## src/rtl/uart_rx_frame_ctrl.sv

```systemverilog
// UART receive frame sequencer: start-bit qualification, mid-bit data sampling
// into a SIPO enable stream, stop-bit check with framing-error/break handling.
module uart_rx_frame_ctrl #(
    parameter int OVERSAMPLE = 16,
    parameter int DATA_BITS  = 8
) (
    input  logic                 sys_clk,
    input  logic                 reset,
    input  logic                 baud_tick,
    input  logic                 rx_in,
    output logic                 shift_en,
    output logic                 shift_bit,
    output logic                 byte_valid,
    output logic [DATA_BITS-1:0] data_out,
    output logic                 frame_err,
    output logic                 busy
);
    localparam int OS_W  = $clog2(OVERSAMPLE);
    localparam int BIT_W = $clog2(DATA_BITS) + 1;

    localparam logic [OS_W-1:0]  OS_HALF  = OS_W'(OVERSAMPLE / 2 - 1);
    localparam logic [OS_W-1:0]  OS_LAST  = OS_W'(OVERSAMPLE - 1);
    localparam logic [BIT_W-1:0] BIT_LAST = BIT_W'(DATA_BITS - 1);

    localparam logic [2:0] IDLE  = 3'd0;
    localparam logic [2:0] START = 3'd1;
    localparam logic [2:0] DATA  = 3'd2;
    localparam logic [2:0] STOP  = 3'd3;
    localparam logic [2:0] BRK   = 3'd4;

    logic                 sync1_q, rx_s_q;
    logic [2:0]           state_q, state_d;
    logic [OS_W-1:0]      os_cnt_q, os_cnt_d;
    logic [BIT_W-1:0]     bit_cnt_q, bit_cnt_d;
    logic [DATA_BITS-1:0] shift_reg_q, shift_reg_d;
    logic [DATA_BITS-1:0] data_q, data_d;
    logic                 shift_en_q, shift_en_d;
    logic                 shift_bit_q, shift_bit_d;
    logic                 byte_valid_q, byte_valid_d;
    logic                 frame_err_q, frame_err_d;
    logic                 busy_q;

    // Idle-high line: synchronizer flops reset to 1 so reset release is not a start edge.
    always_ff @(posedge sys_clk or negedge reset) begin
        if (!reset) begin
            sync1_q <= 1'b1;
            rx_s_q  <= 1'b1;
        end else begin
            sync1_q <= rx_in;
            rx_s_q  <= sync1_q;
        end
    end

    always_comb begin
        state_d      = state_q;
        os_cnt_d     = os_cnt_q;
        bit_cnt_d    = bit_cnt_q;
        shift_reg_d  = shift_reg_q;
        data_d       = data_q;
        shift_en_d   = 1'b0;
        shift_bit_d  = 1'b0;
        byte_valid_d = 1'b0;
        frame_err_d  = 1'b0;
        if (baud_tick) begin
            case (state_q)
                IDLE: begin
                    if (!rx_s_q) begin
                        state_d  = START;
                        os_cnt_d = '0;
                    end
                end
                START: begin
                    if (os_cnt_q == OS_HALF) begin
                        if (rx_s_q) begin
                            state_d = IDLE;
                        end else begin
                            state_d   = DATA;
                            os_cnt_d  = '0;
                            bit_cnt_d = '0;
                        end
                    end else begin
                        os_cnt_d = os_cnt_q + 1'b1;
                    end
                end
                DATA: begin
                    // Counter was cleared at mid-start, so wrapping lands mid-bit.
                    if (os_cnt_q == OS_LAST) begin
                        os_cnt_d    = '0;
                        shift_reg_d = {rx_s_q, shift_reg_q[DATA_BITS-1:1]};
                        shift_en_d  = 1'b1;
                        shift_bit_d = rx_s_q;
                        bit_cnt_d   = bit_cnt_q + 1'b1;
                        if (bit_cnt_q == BIT_LAST) begin
                            state_d = STOP;
                        end
                    end else begin
                        os_cnt_d = os_cnt_q + 1'b1;
                    end
                end
                STOP: begin
                    if (os_cnt_q == OS_LAST) begin
                        os_cnt_d = '0;
                        if (rx_s_q) begin
                            data_d       = shift_reg_q;
                            byte_valid_d = 1'b1;
                            state_d      = IDLE;
                        end else begin
                            frame_err_d = 1'b1;
                            state_d     = BRK;
                        end
                    end else begin
                        os_cnt_d = os_cnt_q + 1'b1;
                    end
                end
                BRK: begin
                    if (rx_s_q) begin
                        state_d = IDLE;
                    end
                end
                default: state_d = IDLE;
            endcase
        end
    end

    always_ff @(posedge sys_clk or negedge reset) begin
        if (!reset) begin
            state_q      <= IDLE;
            os_cnt_q     <= '0;
            bit_cnt_q    <= '0;
            shift_reg_q  <= '0;
            data_q       <= '0;
            shift_en_q   <= 1'b0;
            shift_bit_q  <= 1'b0;
            byte_valid_q <= 1'b0;
            frame_err_q  <= 1'b0;
            busy_q       <= 1'b0;
        end else begin
            state_q      <= state_d;
            os_cnt_q     <= os_cnt_d;
            bit_cnt_q    <= bit_cnt_d;
            shift_reg_q  <= shift_reg_d;
            data_q       <= data_d;
            shift_en_q   <= shift_en_d;
            shift_bit_q  <= shift_bit_d;
            byte_valid_q <= byte_valid_d;
            frame_err_q  <= frame_err_d;
            busy_q       <= (state_d != IDLE);
        end
    end

    assign shift_en   = shift_en_q;
    assign shift_bit  = shift_bit_q;
    assign byte_valid = byte_valid_q;
    assign data_out   = data_q;
    assign frame_err  = frame_err_q;
    assign busy       = busy_q;

endmodule
```

## config.mk

```make
export PLATFORM = sky130hd
export DESIGN_NAME = uart_rx_frame_ctrl
export DESIGN_NICKNAME = d
export VERILOG_FILES = /design/src/rtl/uart_rx_frame_ctrl.sv
export SDC_FILE = /design/constraint.sdc
export NUM_CORES = 1
export LEC_CHECK = 0
export ABC_AREA = 1
export BUFFER_PORTS_ARGS = -buffer_cell sky130_fd_sc_hd__buf_2
export CORE_UTILIZATION = 42
export DETAILED_ROUTE_END_ITERATION = 10
export PLACE_DENSITY = 0.66
export SLEW_MARGIN = 0
export SYNTH_ARGS = -nofsm -noshare
export SYNTH_HDL_FRONTEND = slang
export SYNTH_SLANG_ARGS = --single-unit
```

## constraint.sdc

```tcl
create_clock -name sys_clk -period 2 [get_ports sys_clk]
set_input_delay 0.2 -clock sys_clk [delete_from_list [all_inputs] [get_ports sys_clk]]
set_output_delay 0.2 -clock sys_clk [all_outputs]
set_load 0.02 [all_outputs]
```

* Word level (Yosys, flattened, before mapping)
Index checks and enable logic that the tools add are counted.
W data, S select, Z words.
** Word-level totals
- Output and inout bits :: 13
- Register bits :: 34
- Logic and storage cells :: 65
- Input bits :: 4
** Operators by class
- $add $sub $neg :: 2
- Reduce and logical (&&, ||, !) cells :: 9
- Mux-type cells :: 32
- Eq/ne operators :: 10
** Operator list (number)
- $mux W3 :: 8
- $mux W4 :: 6
- $pmux W3 S5 :: 1
- $mux W1 :: 14
- $pmux W4 S3 :: 1
- $add A4 B1 Y4 const B :: 2
- $eq A4 B3 Y1 const B :: 2
- $pmux W4 S2 :: 1
- $eq A3 B2 Y1 const B :: 2
- $ne A2 B2 Y1 const B :: 3
- $reduce_bool A3 Y1 :: 2
- $reduce_and A5 Y1 :: 1
- $eq A4 B4 Y1 const B :: 1
- $reduce_and A4 Y1 :: 1
- $eq A3 B1 Y1 const B :: 1
- $eq A3 B3 Y1 const B :: 1
- $logic_not A3 Y1 :: 1
- $reduce_and A3 Y1 :: 1
- $mux W2 :: 1
- $reduce_and A2 Y1 :: 1
- $reduce_bool A2 Y1 :: 1
- $reduce_or A2 Y1 :: 1

* Logic depth before layout (Yosys ltp)
- Word-level depth :: 6
- Depth in mapped cells :: 9
- Gate-level depth less buffers :: 9

* Worst setup path before layout
Ideal clock, no wire load.
- Path type :: reg-to-reg
- From :: reg os_cnt_q[0]
- To :: reg data_q[7] (netlist: data_out[7])
- Cell stages (with the launch flop) :: 10
- Setup slack :: 0.601 ns
- Clock period less this slack :: 1.399 ns
- Data arrival time :: 1.280 ns
- Cell sequence :: dfrtp_1 -> ha_1 -> nand2_2 -> nor2_8 -> nand2_4 -> nor2_4 -> inv_2 -> buf_6 -> nand2_2 -> o21ai_2
** Between the ends
- Word-level cells in the longest chain between the ends :: 2
** Ends and longest elaborated chain
- start: declaration :: RTL line 33 : logic [OS_W-1:0] os_cnt_q, os_cnt_d;
- start signal: assignment :: RTL line 139 : os_cnt_q <= os_cnt_d;
- $eq A4 B4 Y1 :: RTL line 101 : if (os_cnt_q == OS_LAST) begin
- $reduce_and A4 Y1 (no source line)
- end signal: assignment :: RTL line 142 : data_q <= data_d;
- end: declaration :: RTL line 36 : logic [DATA_BITS-1:0] data_q, data_d;
No other way between the ends.
A chain may end at the register's enable or synchronous reset.

* Final worst setup path
- From :: reg os_cnt_q[0]
- To :: reg data_q[5] (netlist: data_out[5])
Same word-level chain as after synthesis.

==> impl_metrics.ini <==
[critical_path]
path_buf_inv = 1
slowest_delay_ns = 0.38
cp_max_fo = 15
cp_cell_sequence = ha_1 -> nand2_2 -> nor2_8 -> nand2_4 -> nor2_4 -> inv_2 -> nand2_1 -> o21ai_2
cp.arrival_ns = 1.67
reg2reg_setup_slack_ns = 0.50
crit_type = register to register
cp.required_ns = 2.17
crit_slowest_cell = dfrtp_1
endpoint_kind = register
crit_family = simple AND/OR/NAND/NOR gates
critPathLaunchType = register

[detailed_routing]
vias = 1180
drt_pre_antenna_iters = 4
wl_per_cell_um = 11.11
totalWireLength_mm = 2.710
ant_nets = 0
drt_iter0_drc = 60
drc = 0
vias_per_cell = 4.836

[timing]
final_hold_viol_count = 0
clock.fmax_ghz = 0.6655
tns_ns = 0
fin_ws_ns = 0.4974
setup_viol = 0
fin_crit_sh = 0.7513
worst_pin_slew_ns = 0.7230
rsz0062_at_grt = no
maxSlewViolCount = 0
finalCriticalPeriod_ns = 1.503
max-slew-margin-rel = 0.5180
clock_skew_ns = 0.009239
whs_ns = 0.2897

[grt]
grt_use_total = 0.1607
grt_max_degree = 35
overflow = 0
antenna_found_initial = 0
grt_pass1_wl_mm = 4.905
grt_pass1_vias = 1134

[clock_network]
cts_max_level = 2
insertion_delay_ns = 0.28
clk_path_buf_depth = 2
cts_tree = built
cts_sinks = 34
tritoncts.num_buffers = 5
cts.root.buffer_cell = clkbuf_8
cts_resized = 0
clkSlewWorstSetupHoldPaths_ns = 0.07

[synth]
synth_area_leader_cell = dfrtp_1
syn_inst = 176
synth.yosys.warnings = 0
ys_seq_area_frac = 0.5366
yosys-top-cells-area = dfrtp_1 (50%), nand2_1 (11%), inv_1 (4.0%), o21ai_2 (3.9%), o21ai_1 (3.8%)
synth.distinct_cells = 29
ys_ff_latch = 34
avgSynthCellArea_um2 = 9.036
synth_nets = 182
yosysTopAreaCellShare = 0.5035
syn_area_um2 = 1590

[layout]
layout_commonest_cell = nand2_1
multiInputGateArea_um2 = 621.8
nNetsFinal = 204
ff_latch_area_um2 = 853.3
drive_gt1_frac = 0.2475
finish.utilization = 0.5285
n_antenna_cell = 0
fill_cells = 317
final_cell_mix = nand2_1 (47), dfrtp_1 (32), inv_1 (17), buf_2 (16), nor2_1 (14)
areaGrowthSynthToFinish_pct = 15.26

[floorplan]
fp-row-count = 21
start_util = 0.4585
die_y_um = 63.54
io_pins = 17
die_x_um = 63.54
dieArea_um2 = 4037
core_area_um2 = 3468

[worst_hold_path]
hold_class = input pin to register

[pwr]
power_switching_mw = 0.6101
pwr_density_cell_nw_per_um2 = 1050
p_int_mw = 1.315
clock_power_share = 0.324
vdd_drop_max_mv = 0.4585
power_leakage_nw = 0.9325
p_seq_frac = 0.444
switching_share = 0.3169
comb_power_share = 0.231

[placement]
place_congestion = 0.9580
io_buffer_count = 16
dp_slack_ns = 0.4937
dp_hpwl_mm = 1.958

[job]
drv_cap = 0

[run_status]
status = complete, no violations
layer usage:
metal  vias up  GRT usage  share of wire
li1        596          -              -
met1       548     0.2056           0.49
met2        32     0.2274           0.44
met3         4    0.07246          0.053
met4         0    0.07955          0.016
met5         -          0              0
power by group through the flow:
stage	Combinational, mW	Clock, mW	Sequential [mW]
after global placement	0.433	0	0.859
after detailed placement	0.444	0	0.863
after global routing	0.509	0.687	0.867
after CTS	0.445	0.645	0.854
final	0.445	0.625	0.855
after floorplan	0.337	0	0.860
worst register-to-register path: stages (launching register included):
cell	delay, ns
dfrtp_1	0.38
ha_1	0.21
nand2_2	0.13
nor2_8	0.16
nand2_4	0.09
nor2_4	0.11
inv_2	0.15
nand2_1	0.11
o21ai_2	0.05
registers in the layout, summed over array words and instances (netlist names):
name / cells
state_q: 3
frame_err: 1
shift_reg_q: 8
busy: 1
data_out: 8
byte_valid: 1
os_cnt_q: 4
bit_cnt_q: 4
rx_s_q: 1
shift_bit: 1
sync1_q: 1
shift_en: 1
cells in the mapped netlist:
cell type and instances:
nand2_1 47, dfrtp_1 32, inv_1 17, nor2_1 14, o21ai_1 12, o21ai_2 7, nand2_2 5, nand3_1 5
inv_2 4, o21ai_0 4, a21oi_1 3, a31oi_1 2, buf_6 2, dfstp_2 2, ha_1 2, nor2_2 2
nor2_4 2, o22ai_1 2, xor2_1 2, a22oi_1 1, buf_2 1, clkinv_1 1, clkinv_2 1, nand2_4 1
nand3_4 1, nand3b_1 1, nand4_1 1, nor2_8 1, o21bai_1 1
worst paths after layout:
| kind | end | cells past startpoint | startpoint |
|---|---|---|---|
| max | data_out[5] | 8 | os_cnt_q[0] |
| min | state_q[1] | 3 | baud_tick |
| max reg2reg | data_out[5] | 8 | os_cnt_q[0] |
| min reg2reg | rx_s_q | 0 | sync1_q |
| max in group asynchronous | os_cnt_q[2] | 2 | reset |
| min in group asynchronous | state_q[0] | 2 | reset |
cells by family (layout without fill, tap and decap cells):
group | after synthesis | count (layout) | synth area share
simple gates | 80 | 80 | 0.2408
flops | 34 | 34 | 0.5366
compound gates | 32 | 32 | 0.1235
buf+inv | 26 | 48 | 0.07237
fa+ha+maj | 2 | 2 | 0.01573
xor+xnor | 2 | 2 | 0.01102
area by class of cell:
| type | instances | area share |
|---|---|---|
| multi-input combinational | 116 | 0.3392 |
| timing repair buffer | 18 | 0.05461 |
| tap | 46 | 0.03140 |
| clock buffer | 6 | 0.04505 |
| sequential | 34 | 0.4655 |
| clock inverter | 1 | 0.01638 |
| inverter | 23 | 0.04778 |
timing repair:
| item | CTS | global route |
|---|---|---|
| hold buffers | 1 | 1 |
| endpoints found under the hold margin | 10 | 1 |
| setup buffers | 0 | 0 |
per-stage QoR:
| step | cell area (µm²) | std cells | power, mW |
|---|---|---|---|
| floorplan | 1590 | 176 | 1.197 |
| global placement | 1700 | 235 | 1.291 |
| detailed placement | 1700 | 235 | 1.307 |
| CTS | 1823 | 243 | 1.944 |
| global route | 1833 | 244 | 2.063 |
| finish | 1833 | 244 | 1.925 |
No activity file was read; power rests on OpenSTA's default activity.
